**config.mk**
```make
export PLATFORM = sky130hd
export DESIGN_NAME = mem_port_arbiter_flat
export DESIGN_NICKNAME = d
export VERILOG_FILES = /design/src/rtl/mem_arb_pkg.sv /design/src/rtl/mem_port_arbiter_if.sv /design/src/rtl/sat_counter.sv /design/src/rtl/mem_port_arbiter.sv /design/src/flat_wrapper.sv
export SDC_FILE = /design/constraint.sdc
export NUM_CORES = 1
export LEC_CHECK = 0
export CORE_ASPECT_RATIO = 0.9
export CORE_MARGIN = 2
export CORE_UTILIZATION = 28
export CTS_BUF_LIST = sky130_fd_sc_hd__clkbuf_2
export DETAILED_ROUTE_END_ITERATION = 10
export SYNTH_ARGS = -nofsm -noshare
export SYNTH_HDL_FRONTEND = slang
export SYNTH_HIERARCHICAL = 1
export SYNTH_SLANG_ARGS = --single-unit
```
**constraint.sdc**
```tcl
create_clock -name clk -period 3.9 [get_ports clk]
set_input_delay 0.39 -clock clk [delete_from_list [all_inputs] [get_ports clk]]
set_output_delay 0.39 -clock clk [all_outputs]
set_load 0.02 [all_outputs]
```
**src/rtl/mem_arb_pkg.sv**
```systemverilog
// Shared types and constants for the CPU/host data-RAM port arbiter.
package mem_arb_pkg;
  localparam int STARVE_W = 8;
  localparam int HOST_AW  = 32;
  localparam int HOST_DW  = 32;

  typedef enum logic [1:0] {IDLE, PEND, ACK} arb_state_t;

  typedef struct packed {
    logic               we;
    logic [HOST_AW-1:0] addr;
    logic [HOST_DW-1:0] wdata;
  } host_req_t;
endpackage

```
**src/rtl/mem_port_arbiter_if.sv**
```systemverilog
// Bus bundle around the arbiter: CPU MEM port, host req/ack port and RAM port.
interface mem_port_arbiter_if
  import mem_arb_pkg::*;
#(
  parameter int AW = 32,
  parameter int DW = 32
) ();
  logic                cpu_mem_we;
  logic                cpu_mem_read;
  logic [AW-1:0]       cpu_mem_wa;
  logic [DW-1:0]       cpu_mem_din;
  logic [DW-1:0]       cpu_mem_data;
  logic                cpu_halt;
  logic                host_req;
  logic                host_we;
  logic [AW-1:0]       host_addr;
  logic [DW-1:0]       host_wdata;
  logic                host_busy;
  logic                host_ack;
  logic [DW-1:0]       host_rdata;
  logic                host_starve;
  logic [STARVE_W-1:0] starve_cnt;
  logic                ram_we;
  logic [AW-1:0]       ram_addr;
  logic [DW-1:0]       ram_din;
  logic [DW-1:0]       ram_dout;

  modport slave (
    input  cpu_mem_we, cpu_mem_read, cpu_mem_wa, cpu_mem_din, cpu_halt,
           host_req, host_we, host_addr, host_wdata, ram_dout,
    output cpu_mem_data, host_busy, host_ack, host_rdata, host_starve,
           starve_cnt, ram_we, ram_addr, ram_din
  );

  modport master (
    output cpu_mem_we, cpu_mem_read, cpu_mem_wa, cpu_mem_din, cpu_halt,
           host_req, host_we, host_addr, host_wdata, ram_dout,
    input  cpu_mem_data, host_busy, host_ack, host_rdata, host_starve,
           starve_cnt, ram_we, ram_addr, ram_din
  );
endinterface

```
**src/rtl/sat_counter.sv**
```systemverilog
// Up-counter with synchronous clear that sticks at all-ones; exposes next value.
module sat_counter #(
  parameter int W = 8
) (
  input  logic         clk,
  input  logic         rst,
  input  logic         i_clr,
  input  logic         i_inc,
  output logic [W-1:0] o_cnt,
  output logic [W-1:0] o_cnt_nxt
);
  logic [W-1:0] r_cnt, w_nxt;

  always_comb begin
    w_nxt = r_cnt;
    if (i_clr)
      w_nxt = '0;
    else if (i_inc && (r_cnt != {W{1'b1}}))
      w_nxt = r_cnt + W'(1);
  end

  always_ff @(posedge clk or posedge rst)
    if (rst) r_cnt <= '0;
    else     r_cnt <= w_nxt;

  assign o_cnt     = r_cnt;
  assign o_cnt_nxt = w_nxt;
endmodule

```
**src/rtl/mem_port_arbiter.sv**
```systemverilog
// Single-port data RAM shared by the stall-less CPU MEM stage (always wins)
// and a host req/ack port served only in CPU-idle or halted cycles.
module mem_port_arbiter
  import mem_arb_pkg::*;
#(
  parameter int AW           = 32,
  parameter int DW           = 32,
  parameter int STARVE_LIMIT = 16
) (
  input  logic               clk,
  input  logic               rst,
  mem_port_arbiter_if.slave  bus
);
  arb_state_t          r_state, w_state_nxt;
  host_req_t           r_held;
  logic [DW-1:0]       r_rdata;
  logic                r_starve;
  logic                w_cpu_active, w_accept, w_serve, w_inc;
  logic                w_ram_we;
  logic [AW-1:0]       w_ram_addr;
  logic [DW-1:0]       w_ram_din;
  logic [STARVE_W-1:0] w_cnt, w_cnt_nxt;

  // A halted CPU may leave strobes stuck high; they must not block the host.
  assign w_cpu_active = (bus.cpu_mem_we | bus.cpu_mem_read) & ~bus.cpu_halt;

  always_ff @(posedge clk or posedge rst)
    if (rst) r_state <= IDLE;
    else     r_state <= w_state_nxt;

  always_comb begin
    w_state_nxt = r_state;
    w_accept    = 1'b0;
    w_serve     = 1'b0;
    w_inc       = 1'b0;
    w_ram_we    = w_cpu_active & bus.cpu_mem_we;
    w_ram_addr  = bus.cpu_mem_wa;
    w_ram_din   = bus.cpu_mem_din;
    unique case (r_state)
      PEND: begin
        if (w_cpu_active) begin
          w_inc = 1'b1;
        end else begin
          w_serve     = 1'b1;
          w_ram_we    = r_held.we;
          w_ram_addr  = AW'(r_held.addr);
          w_ram_din   = DW'(r_held.wdata);
          w_state_nxt = ACK;
        end
      end
      default: begin
        if (bus.host_req) begin
          w_accept    = 1'b1;
          w_state_nxt = PEND;
        end else begin
          w_state_nxt = IDLE;
        end
      end
    endcase
  end

  always_ff @(posedge clk or posedge rst)
    if (rst) begin
      r_held   <= '0;
      r_rdata  <= '0;
      r_starve <= 1'b0;
    end else begin
      if (w_accept)
        r_held <= '{we: bus.host_we, addr: HOST_AW'(bus.host_addr),
                    wdata: HOST_DW'(bus.host_wdata)};
      if (w_serve && !r_held.we)
        r_rdata <= bus.ram_dout;
      // Tracks the count's next value so the flag rises with the count itself.
      r_starve <= (w_cnt_nxt >= STARVE_W'(STARVE_LIMIT));
    end

  sat_counter #(.W(STARVE_W)) u_starve_cnt (
    .clk       (clk),
    .rst       (rst),
    .i_clr     (w_accept),
    .i_inc     (w_inc),
    .o_cnt     (w_cnt),
    .o_cnt_nxt (w_cnt_nxt)
  );

  assign bus.cpu_mem_data = bus.ram_dout;
  assign bus.host_busy    = (r_state == PEND);
  assign bus.host_ack     = (r_state == ACK);
  assign bus.host_rdata   = r_rdata;
  assign bus.host_starve  = r_starve;
  assign bus.starve_cnt   = w_cnt;
  assign bus.ram_we       = w_ram_we;
  assign bus.ram_addr     = w_ram_addr;
  assign bus.ram_din      = w_ram_din;
endmodule

```
**src/flat_wrapper.sv**
```systemverilog
// flat-port wrapper written by rule: the top's interface ports become plain ports
module mem_port_arbiter_flat import mem_arb_pkg::*;
#(
  parameter int AW           = 32,
  parameter int DW           = 32,
  parameter int STARVE_LIMIT = 16
)
  (clk, rst, bus_cpu_mem_we, bus_cpu_mem_read, bus_cpu_mem_wa, bus_cpu_mem_din, bus_cpu_halt, bus_host_req, bus_host_we, bus_host_addr, bus_host_wdata, bus_ram_dout, bus_cpu_mem_data, bus_host_busy, bus_host_ack, bus_host_rdata, bus_host_starve, bus_starve_cnt, bus_ram_we, bus_ram_addr, bus_ram_din);
  mem_port_arbiter_if #(.AW(AW), .DW(DW)) bus_i ();
  input  logic clk;
  input  logic rst;
  input wire logic [$bits(bus_i.cpu_mem_we)-1:0] bus_cpu_mem_we;
  input wire logic [$bits(bus_i.cpu_mem_read)-1:0] bus_cpu_mem_read;
  input wire logic [$bits(bus_i.cpu_mem_wa)-1:0] bus_cpu_mem_wa;
  input wire logic [$bits(bus_i.cpu_mem_din)-1:0] bus_cpu_mem_din;
  input wire logic [$bits(bus_i.cpu_halt)-1:0] bus_cpu_halt;
  input wire logic [$bits(bus_i.host_req)-1:0] bus_host_req;
  input wire logic [$bits(bus_i.host_we)-1:0] bus_host_we;
  input wire logic [$bits(bus_i.host_addr)-1:0] bus_host_addr;
  input wire logic [$bits(bus_i.host_wdata)-1:0] bus_host_wdata;
  input wire logic [$bits(bus_i.ram_dout)-1:0] bus_ram_dout;
  output wire logic [$bits(bus_i.cpu_mem_data)-1:0] bus_cpu_mem_data;
  output wire logic [$bits(bus_i.host_busy)-1:0] bus_host_busy;
  output wire logic [$bits(bus_i.host_ack)-1:0] bus_host_ack;
  output wire logic [$bits(bus_i.host_rdata)-1:0] bus_host_rdata;
  output wire logic [$bits(bus_i.host_starve)-1:0] bus_host_starve;
  output wire logic [$bits(bus_i.starve_cnt)-1:0] bus_starve_cnt;
  output wire logic [$bits(bus_i.ram_we)-1:0] bus_ram_we;
  output wire logic [$bits(bus_i.ram_addr)-1:0] bus_ram_addr;
  output wire logic [$bits(bus_i.ram_din)-1:0] bus_ram_din;
  assign bus_i.cpu_mem_we = bus_cpu_mem_we;
  assign bus_i.cpu_mem_read = bus_cpu_mem_read;
  assign bus_i.cpu_mem_wa = bus_cpu_mem_wa;
  assign bus_i.cpu_mem_din = bus_cpu_mem_din;
  assign bus_i.cpu_halt = bus_cpu_halt;
  assign bus_i.host_req = bus_host_req;
  assign bus_i.host_we = bus_host_we;
  assign bus_i.host_addr = bus_host_addr;
  assign bus_i.host_wdata = bus_host_wdata;
  assign bus_i.ram_dout = bus_ram_dout;
  assign bus_cpu_mem_data = bus_i.cpu_mem_data;
  assign bus_host_busy = bus_i.host_busy;
  assign bus_host_ack = bus_i.host_ack;
  assign bus_host_rdata = bus_i.host_rdata;
  assign bus_host_starve = bus_i.host_starve;
  assign bus_starve_cnt = bus_i.starve_cnt;
  assign bus_ram_we = bus_i.ram_we;
  assign bus_ram_addr = bus_i.ram_addr;
  assign bus_ram_din = bus_i.ram_din;
  mem_port_arbiter #(.AW(AW), .DW(DW), .STARVE_LIMIT(STARVE_LIMIT)) u_core (.clk(clk), .rst(rst), .bus(bus_i));
endmodule
```
**After elaboration in Yosys (flattened, before gate mapping)**

Cells that the tools add are included.

- Bitwise logic cells: 4
- Equal/unequal tests: 4
- Reductions and logical operators: 3
- Magnitude comparators: 1
- $add $sub $neg: 1
- Multiplexer cells: 17

Operator list:

| cell | count |
|---|---|
| $mux 32 | 4 |
| $mux 8 | 2 |
| $mux 1 | 9 |
| $add 8x1->8 const B | 1 |
| $ge 8x5->1 const B | 1 |
| $ne 8x8->1 const B | 1 |
| $mux 2 | 2 |
| $and 1x1->1 | 2 |
| $eq 2x1->1 const B | 1 |
| $eq 2x2->1 const B | 1 |
| $logic_and 1x1->1 | 2 |
| $ne 2x2->1 const B | 1 |
| $logic_not 1->1 | 1 |
| $not 1->1 | 1 |
| $or 1x1->1 | 1 |

- Input port bits: 167
- Bits in registers: 108
- Word-level logic and storage cells: 37
- Output and inout port bits: 140

**Longest topological paths before layout**

Gate-level depths: netlist of the first run.

- Depth after elaboration: 8
- Mapped depth: 9
- Mapped depth without buffers: 6

**Cells and area by module**

The synthesis of the first run kept the hierarchy.

By module, submodules not included:

| module | times used | area an instance (um^2) | cells each | sequential area each (um^2) |
|---|---|---|---|---|
| mem_port_arbiter | 1 | 4745.8 | 324 | 2502.4 |
| sat_counter | 1 | 498.0 | 48 | 200.2 |

**Worst setup path before layout of the first run**

No wires, ideal clock.

- Kind: input to register
- Start: input port bus_cpu_halt
- End: register u_core.r_starve, in the netlist u_core/bus.host_starve
- Slack: 1.838 ns
- Data arrival time: 1.923 ns
- Buffers on the path: 0
- Setup time: 0.139 ns
- Cell stages on the path: 6
- Path through: o21bai_2 > nor2_1 > nand4_1 > a211oi_2 > mux2_4 > or4_1

- Cells in the longest elaborated chain, start to end: 8

Ends and longest elaborated chain:

| item | line | text |
|---|---|---|
| from (decl) | flat_wrapper.sv:16 | `input wire logic [$bits(bus_i.cpu_halt)-1:0] bus_cpu_halt;` |
| $not 1->1 | mem_port_arbiter.sv:25 | `assign w_cpu_active = (bus.cpu_mem_we \| bus.cpu_mem_read) & ~bus.cpu_halt;` |
| $and 1x1->1 | mem_port_arbiter.sv:25 |  |
| $mux 1 | mem_port_arbiter.sv:41 | `if (w_cpu_active) begin` |
| $mux 1 | mem_port_arbiter.sv:39 | `unique case (r_state)` |
| via u_core.w_inc | mem_port_arbiter.sv:18 | `logic w_cpu_active, w_accept, w_serve, w_inc;` |
| $logic_and 1x1->1 | sat_counter.sv:18 | `else if (i_inc && (r_cnt != {W{1'b1}}))` |
| $mux 8 | sat_counter.sv:18 |  |
| $mux 8 | sat_counter.sv:16 | `if (i_clr)` |
| via u_core.w_cnt_nxt[5] | mem_port_arbiter.sv:22 | `logic [STARVE_W-1:0] w_cnt, w_cnt_nxt;` |
| $ge 8x5->1 | mem_port_arbiter.sv:74 | `r_starve <= (w_cnt_nxt >= STARVE_W'(STARVE_LIMIT));` |
| to (signal assigned) | mem_port_arbiter.sv:74 |  |
| to (decl) | mem_port_arbiter.sv:17 | `logic r_starve;` |

The timed path passes the listed nets, and every way through them passes these cells.
A chain may end at the register's enable or synchronous reset.

**Final worst setup path of the first run**

- Start: register u_core.r_state[0]
- End: output port bus_ram_din[25]

- Cells in the longest elaborated chain, start to end: 2

Ends and longest elaborated chain:

| item | line | text |
|---|---|---|
| from (decl) | mem_port_arbiter.sv:14 | `arb_state_t r_state, w_state_nxt;` |
| from (signal assigned) | mem_port_arbiter.sv:29 | `else r_state <= w_state_nxt;` |
| $eq 2x1->1 | mem_port_arbiter.sv:39 |  |
| $mux 32 | mem_port_arbiter.sv:39 |  |
| to (decl) | flat_wrapper.sv:30 | `output wire logic [$bits(bus_i.ram_din)-1:0] bus_ram_din;` |

Every way passes these cells.

==> results of run 1 <==
==> sequential cells by signal, summed over array words and instances (netlist names) <==
name	cells
u_core/bus.host_rdata	32
u_core/bus.host_starve	1
u_core/r_held	65
u_core/r_state	2
u_core/u_starve_cnt/o_cnt	8
==> metal layers <==
layer  wire length, um  share of wire [%]  vias to the layer above  GRT usage [%]
met5                 0                  0                        -              0
met1              5823                 39                     1887          16.99
met4               143               0.96                        0          2.910
met2              7398                 50                      189          26.18
met3              1557                 10                       10          7.007
li1                  -                  -                     1833              -
==> final cells by class <==
type / count / area, um^2
inverter: 6 / 25.02
fill: 1662 / 9899
sequential: 108 / 2703
timing repair buffer: 311 / 3115
multi-input combinational: 208 / 2177
clock buffer: 10 / 50.05
tap: 245 / 306.5
clock inverter: 6 / 71.32
==> final timing paths <==
check / end / slack, ps / cells past startpoint
worst min register to register: u_core/bus.host_rdata[19] / 530 / 1
worst max register to register: u_core/bus.host_starve / 1660 / 6
worst max-delay path: bus_ram_din[25] / 800 / 6
worst min-delay path: u_core/r_held[28] / 350 / 2
max in group asynchronous: u_core/r_held[62] / 2230 / 4
min in group asynchronous: u_core/u_starve_cnt/o_cnt[2] / 640 / 3
==> cell families after synthesis <==
| family | count (synthesis) | synth area share [%] |
|---|---|---|
| AOI/OAI and AO/OA | 15 | 2.195 |
| DFF | 108 | 51.54 |
| adders and majority gates | 1 | 0.2386 |
| buffers and inverters | 56 | 7.086 |
| muxes | 165 | 35.62 |
| and+or+nand+nor | 27 | 3.317 |
==> what timing repair did <==
action,CTS,global route
gates resized for setup,0,0
endpoints found under the setup margin,0,0
endpoints found under the hold margin,8,0
hold buffers,1,0
==> stage by stage <==
stage / util [%] / power, mW / setup WS [ps] / cell area (um^2)
6_report: 46.04 / 4.049 / 796.5 / 8448
5_1_grt: 46.04 / 4.302 / 568.7 / 8448
4_1_cts: 46.04 / 4.130 / 683.1 / 8448
3_5_place_dp: 45.33 / 3.550 / 969.6 / 8317
3_3_place_gp: 45.33 / 3.519 / 980.6 / 8317
2_1_floorplan: - / 2.639 / 891.2 / 5244
==> cell usage after synthesis, types with 2 or more instances <==
master,count
nand2b_1,3
nor2b_1,5
dfrtp_1,108
a21oi_1,4
and3_1,2
a311oi_1,2
mux2_4,3
buf_6,2
inv_1,4
nor2_1,4
mux2_1,30
nand2_1,3
buf_4,35
inv_2,2
buf_2,12
mux2_2,131
nand4_1,2
==> power by group through the flow <==
stage	sequential (mW)	clock (mW)	combinational [mW]
after floorplan	1.84	0	0.796
after global placement	1.66	0	1.86
final	1.64	0.550	1.86
after global routing	1.69	0.642	1.97
after CTS	1.65	0.595	1.89
after detailed placement	1.67	0	1.88
==> impl_metrics.json, run 1 <==
{
  "outcome": "finished, final reports clean",
  "pwr-share-clk_pct": 13.6,
  "finalHoldViolCount": 0,
  "drt_iter0_markers": 82,
  "finalCritPeriodShare_pct": 79.58,
  "cts_setup_buffers": 0,
  "fin_cells": 894,
  "max-cap-violations": 0,
  "max_freq_mhz": 322.2,
  "hp-class": "in -> reg",
  "cp.arrival_ps": 2710,
  "cp.required_ps": 3510,
  "drcViolationCount": 0,
  "chipHeight_um": 133.8,
  "grt_overflow": 0,
  "finClkSkew_ps": 14.25,
  "clock-sinks": 108,
  "end_kind": "primary output",
  "cts_buffers": 9,
  "area_delta_synth_final_pct": 61.11,
  "powerDensity_mw_per_mm2": 479.3,
  "htree_num_levels": 3,
  "synth_cells": 372,
  "critPathMaxStageDelay_ps": 560,
  "post-dp-hpwl_um": 11550,
  "synth_area_leaders": "dfrtp_1, mux2_2, mux2_1",
  "dp.cells": 877,
  "start_kind": "flip-flop",
  "synth_nets": 540,
  "worst_pin_slew_ps": 877.8,
  "clockBufferDepth": 2,
  "setup_violations": 0,
  "holdCritStartpoint": "bus_host_wdata[28]",
  "via_per_inst": 4.384,
  "slew_headroom_pct": 41.48,
  "ys_types": 37,
  "fin_setup_tns_ps": 0,
  "rsz0062_at_grt": "no",
  "yosysTopAreaCellShare_pct": 51.54,
  "cp_slowest_cell": "clkdlybuf4s50_1",
  "syn_area_mm2": 0.005244,
  "nets": 812,
  "pin_count": 307,
  "p_sw_mw": 1.381,
  "most-common-layout-cells": "clkdlybuf4s50_1, mux2_2, dfrtp_1",
  "p_int_mw": 2.668,
  "io_buffers": 306,
  "p_leak_nw": 3.418,
  "rows": 47,
  "synth_ff_type": "dfrtp_1",
  "sw_frac_of_total_pct": 34.10,
  "avgSynthCellArea_um2": 14.10,
  "core_mm2": 0.01835,
  "path_delay_family": "buffers and inverters",
  "grt_pass1_vias": 4208,
  "combPwrFrac_pct": 45.9,
  "cts_tree": "done",
  "dieArea_mm2": 0.01984,
  "wirelength_um": 14920,
  "drive_above_1_share_pct": 25.58,
  "cp.buffers_inverters": 3,
  "peakVddDrop_mv": 0.1763,
  "die-width_um": 148.3,
  "synth-edff-count": 0,
  "path_cells": "nand2b_4, inv_2, nand2_2, buf_12, mux2_2, clkdlybuf4s50_1",
  "synth_warnings": 6,
  "antenna_cells": 0,
  "start_util_pct": 28.58,
  "grt_pass1_wl_um": 23200,
  "hold_slack_ps": 354.9,
  "root_buffer": "clkbuf_2",
  "clk_latency_ps": 600,
  "synth.largest_area_cell": "dfrtp_1",
  "wl_per_cell_um": 16.69,
  "synth_seq_area_share_pct": 51.54,
  "clk_pin_slew_worst_paths_ps": 300,
  "grt_use_total_pct": 15.02,
  "mostFrequentLayoutCell": "clkdlybuf4s50_1",
  "synth-async-reset-ratio_pct": 100.0,
  "antenna_found_initial": 0,
  "synth_seq_cells": 108,
  "crit_type": "reg -> out",
  "routabilityCongestion": 0.7372,
  "ant_nets": 0,
  "firstDrtPassIters": 4,
  "startpoint": "u_core/r_state[0]",
  "worstReg2RegStart": "u_core/r_state[1]",
  "finalMaxSlewViolations": 0,
  "worstPathMaxFanout": 55,
  "num_vias": 3919,
  "pwr-share-seq_pct": 40.5,
  "grt_max_degree": 68,
  "final.min_clock_period_ps": 3104
}
(Power assumes the default switching activity.)
==> inputs of run 2 (changes only) <==
clock period = 2.89 ns   (was 3.9 ns; I/O delays follow)
==> run 2 against run 1 <==
Total power rose by 34%. Worst hold slack got worse by 80 ps. Cell area rose by 1.3%. Final cell count rose by 0.34%. Core utilization rose by 0.62 points. Sequential power rose by 37%. Non-clock buffer count rose by 4. Wire length fell by 0.64%. First-iteration DRC count rose by 37%.
==> impl_metrics.json, run 2 (synthesized netlist as in run 1, its figures left out) <==
{
  "pwr-share-seq_pct": 41.2,
  "via_per_inst": 4.392,
  "worst_pin_slew_ps": 871.4,
  "routabilityCongestion": 0.7805,
  "pwr-share-clk_pct": 12.8,
  "ant_nets": 0,
  "grt_pass1_wl_um": 22640,
  "combPwrFrac_pct": 46.1,
  "most-common-layout-cells": "clkdlybuf4s50_1, mux2_2, dfrtp_1",
  "io_buffers": 306,
  "hp-class": "in -> reg",
  "antenna_found_initial": 0,
  "htree_num_levels": 3,
  "chipHeight_um": 133.8,
  "root_buffer": "clkbuf_2",
  "cp.required_ps": 2600,
  "cts_setup_buffers": 0,
  "worstPathMaxFanout": 12,
  "seq_area_mm2": 0.002703,
  "firstDrtPassIters": 4,
  "finalMaxSlewViolations": 0,
  "finalHoldViolCount": 0,
  "cts_buffers": 9,
  "slew_headroom_pct": 41.91,
  "end_kind": "primary output",
  "drcViolationCount": 0,
  "area_delta_synth_final_pct": 63.28,
  "start_kind": "flip-flop",
  "final.min_clock_period_ps": 2789,
  "hold_slack_ps": 275.1,
  "grt_max_degree": 67,
  "start_util_pct": 28.58,
  "p_sw_mw": 1.855,
  "max-cap-violations": 0,
  "mostFrequentLayoutCell": "clkdlybuf4s50_1",
  "grt_use_total_pct": 14.70,
  "sw_frac_of_total_pct": 34.16,
  "wirelength_um": 14830,
  "outcome": "finished, final reports clean",
  "setup_violations": 0,
  "rows": 47,
  "crit_type": "reg -> out",
  "nets": 816,
  "drive_above_1_share_pct": 26.07,
  "clk_latency_ps": 590,
  "powerDensity_mw_per_mm2": 634.1,
  "peakVddDrop_mv": 0.2932,
  "rsz0062_at_grt": "yes",
  "dieArea_mm2": 0.01984,
  "post-dp-hpwl_um": 11620,
  "max_freq_mhz": 358.6,
  "cp.arrival_ps": 2500,
  "fin_util_pct": 46.67,
  "clock-sinks": 108,
  "regToRegSetupSlack_ps": 770,
  "grt_overflow": 0,
  "p_int_mw": 3.575,
  "multi_input_area_mm2": 0.002177,
  "finalCritPeriodShare_pct": 96.50,
  "antenna_cells": 0,
  "core_mm2": 0.01835,
  "die-width_um": 148.3,
  "grt_pass1_vias": 4125,
  "top_register": "u_core/r_held",
  "num-fill-cells": 1683,
  "cts_tree": "done",
  "pin_count": 307,
  "clockBufferDepth": 2,
  "clk_pin_slew_worst_paths_ps": 280,
  "finClkSkew_ps": 32.43,
  "largest_register_ffs": 65,
  "wl_per_cell_um": 16.53,
  "num_vias": 3940,
  "p_leak_nw": 3.722,
  "drt_iter0_markers": 112
}
-- run 2: layout make-up --
class / count / area share (%)
repair buffers: 315 / 37.79
flip-flops and latches: 108 / 31.57
multi-input cells: 208 / 25.43
well taps: 245 / 3.580
clock inverters: 6 / 0.7745
clock buffers: 9 / 0.5261
inverters: 6 / 0.3361
-- run 2: what timing repair did --
action | CTS | global route
resized for setup | 3 | 33
cloned | 0 | 0
endpoints found under the setup margin | 25 | 64
hold endpoints to repair | 8 | 0
hold buffers | 1 | 0
-- run 2: power by group through the flow --
stage | clock network [mW] | logic (mW) | registers, mW
2_1_floorplan | 0 | 1.07 | 2.49
3_3_place_gp | 0 | 2.52 | 2.26
3_5_place_dp | 0 | 2.55 | 2.28
4_1_cts | 0.746 | 2.56 | 2.24
5_1_grt | 0.797 | 2.65 | 2.30
6_report | 0.693 | 2.50 | 2.24
-- run 2: critical path, stage by stage, from the launching register on --
cell and delay [ps]:
dfrtp_1 460, nand2b_4 110, inv_2 60, nand2_2 170
buf_4 240, mux2_2 360, clkdlybuf4s50_1 540
-- run 2: worst paths after layout --
| path | from | depth (start not counted) | end |
|---|---|---|---|
| max reg2reg | u_core/r_state[1] | 6 | u_core/bus.host_starve |
| min | bus_host_addr[17] | 2 | u_core/r_held[49] |
| min reg2reg | u_core/bus.host_rdata[20] | 1 | u_core/bus.host_rdata[20] |
| min in group asynchronous | rst | 3 | u_core/u_starve_cnt/o_cnt[6] |
| max | u_core/r_state[0] | 6 | bus_ram_addr[20] |
| max in group asynchronous | rst | 4 | u_core/r_held[51] |
-- run 2: stage by stage --
stage	power [mW]	setup TNS, ps	area, um^2	setup WS, ps	std cells
floorplan	3.562	0	5248	866.5	372
global placement	4.783	0	8348	243.4	881
detailed placement	4.825	0	8348	282.8	881
CTS	5.555	-24.94	8479	-8.997	897
global route	5.747	-2265	8562	-93.47	897
finish	5.429	0	8562	101.0	897
-- run 2: per-layer routing --
metal / global-route usage (%) / vias to the layer above / wire length, um
li1: - / 1837 / -
met3: 5.442 / 11 / 1397
met2: 26.11 / 197 / 7529
met4: 3.598 / 0 / 158
met1: 16.79 / 1895 / 5742
met5: 0 / - / 0
==> inputs of run 3 (changes only) <==
CORE_UTILIZATION = 36   (was 28)
PLACE_DENSITY = 0.77   (was unset)
clock period = 2.6 ns   (was 2.89 ns; I/O delays follow)
==> run 3 against run 2 <==
Combinational power increased by 12%. Via count grew 2.6%. Critical path depth stayed put. Global-route usage rose by 4.8 points. Worst setup slack improved by 80 ps. Clock skew decreased by 9.6 ps. Core utilization grew 13 points. Critical path type unchanged. Highest routed layer unchanged.
==> impl_metrics.json, run 3 (synthesized netlist as in run 1, its figures left out) <==
{
  "finClkSkew_ps": 22.81,
  "nets": 826,
  "multi_input_area_mm2": 0.002190,
  "cp.buffers_inverters": 3,
  "grt_max_degree": 67,
  "largest_register_ffs": 65,
  "rows": 41,
  "wirelength_um": 15250,
  "core_mm2": 0.01411,
  "end_kind": "primary output",
  "max_freq_mhz": 413.5,
  "clock-sinks": 108,
  "max-cap-violations": 0,
  "grt_pass1_wl_um": 23540,
  "worst_pin_slew_ps": 861.9,
  "setup_slack_ps": 181.4,
  "seq_area_mm2": 0.002703,
  "cp_slowest_cell": "dfrtp_1",
  "antenna_found_initial": 0,
  "mostFrequentLayoutCell": "clkdlybuf4s50_1",
  "most-common-layout-cells": "clkdlybuf4s50_1, mux2_2, dfrtp_1",
  "critPathMaxStageDelay_ps": 450,
  "root_buffer": "clkbuf_2",
  "htree_num_levels": 3,
  "clk_pin_slew_worst_paths_ps": 300,
  "wl_per_cell_um": 17.81,
  "grt_use_total_pct": 19.46,
  "path_delay_family": "buffers and inverters",
  "peakVddDrop_mv": 0.3243,
  "clockBufferDepth": 2,
  "path_cells": "nand2b_4, inv_6, nand2_8, buf_12, mux2_2, dlygate4sd2_1",
  "ant_nets": 0,
  "io_buffers": 306,
  "pre_cts_ws_ps": 40.43,
  "cp.required_ps": 2340,
  "pin_count": 307,
  "drcViolationCount": 0,
  "finalCritPeriodShare_pct": 93.02,
  "cts_tree": "done",
  "via_per_inst": 4.722,
  "die-width_um": 131.2,
  "num_vias": 4042,
  "dieArea_mm2": 0.01555,
  "fin_cells": 856,
  "num-fill-cells": 1144,
  "hold_slack_ps": 226.7,
  "fin_util_pct": 59.34,
  "cp.arrival_ps": 2160,
  "postPlaceCellArea_mm2": 0.008346,
  "dp.cells": 833,
  "chipHeight_um": 118.5,
  "reg2regPathDepth": 7,
  "hp-class": "in -> reg",
  "finalHoldViolCount": 0,
  "routabilityCongestion": 0.8324,
  "fin_setup_tns_ps": 0,
  "fin_area_mm2": 0.008372,
  "powerDensity_mw_per_mm2": 724.7,
  "slew_headroom_pct": 42.54,
  "start_kind": "flip-flop",
  "outcome": "finished, final reports clean",
  "setup_violations": 0,
  "regToRegSetupSlack_ps": 420,
  "final.min_clock_period_ps": 2419,
  "cts_buffers": 9,
  "grt_pass1_vias": 4290,
  "firstDrtPassIters": 4,
  "antenna_cells": 0,
  "worstPathMaxFanout": 11,
  "top_register": "u_core/r_held",
  "grt_overflow": 0,
  "crit_type": "reg -> out",
  "power.total_mw": 6.067,
  "cp.depth": 6,
  "drive_above_1_share_pct": 34.69,
  "rsz0062_at_grt": "no",
  "drt_iter0_markers": 56,
  "post-dp-hpwl_um": 11660,
  "p_leak_nw": 3.555,
  "start_util_pct": 37.17,
  "hold-path-cell-count": 2,
  "finalMaxSlewViolations": 0,
  "area_delta_synth_final_pct": 59.65,
  "clk_latency_ps": 610
}
-- run 3: path summary, 6_finish.rpt --
kind	from	to
max	u_core/r_state[1]	bus_ram_addr[9]
max reg2reg	u_core/r_state[1]	u_core/bus.host_starve
min reg2reg	u_core/bus.host_rdata[30]	u_core/bus.host_rdata[30]
max in group asynchronous	rst	u_core/r_held[24]
min	bus_host_wdata[20]	u_core/r_held[20]
min in group asynchronous	rst	u_core/u_starve_cnt/o_cnt[7]
-- run 3: per-layer routing --
| metal | vias up | share of wire [%] | track usage, % |
|---|---|---|---|
| met1 | 1955 | 38 | 21.21 |
| met2 | 199 | 53 | 35.20 |
| met3 | 17 | 8.3 | 7.465 |
| met4 | 0 | 1.5 | 5.639 |
| met5 | - | 0 | 0 |
| li1 | 1871 | - | - |
-- run 3: layout make-up --
class,count,area share [%]
timing repair buffer,325,36.84
sequential,108,32.28
inverter,6,0.4334
clock inverter,7,0.8668
clock buffer,9,0.5380
multi-input combinational,208,26.15
tap,193,2.884
-- run 3: power by group --
part           switching, mW  internal (mW)  total, mW
Combinational           1.27           1.52       2.79
Clock                  0.573          0.228      0.801
Sequential             0.286           2.19       2.48
Total                   2.13           3.94       6.07
-- run 3: repair_timing --
action / CTS / global route
hold buffers: 1 / 0
buffers inserted: 1 / 1
resized for setup: 193 / 28
endpoints found under the hold margin: 21 / 0
gates cloned: 3 / 1
setup endpoints to repair: 65 / 50
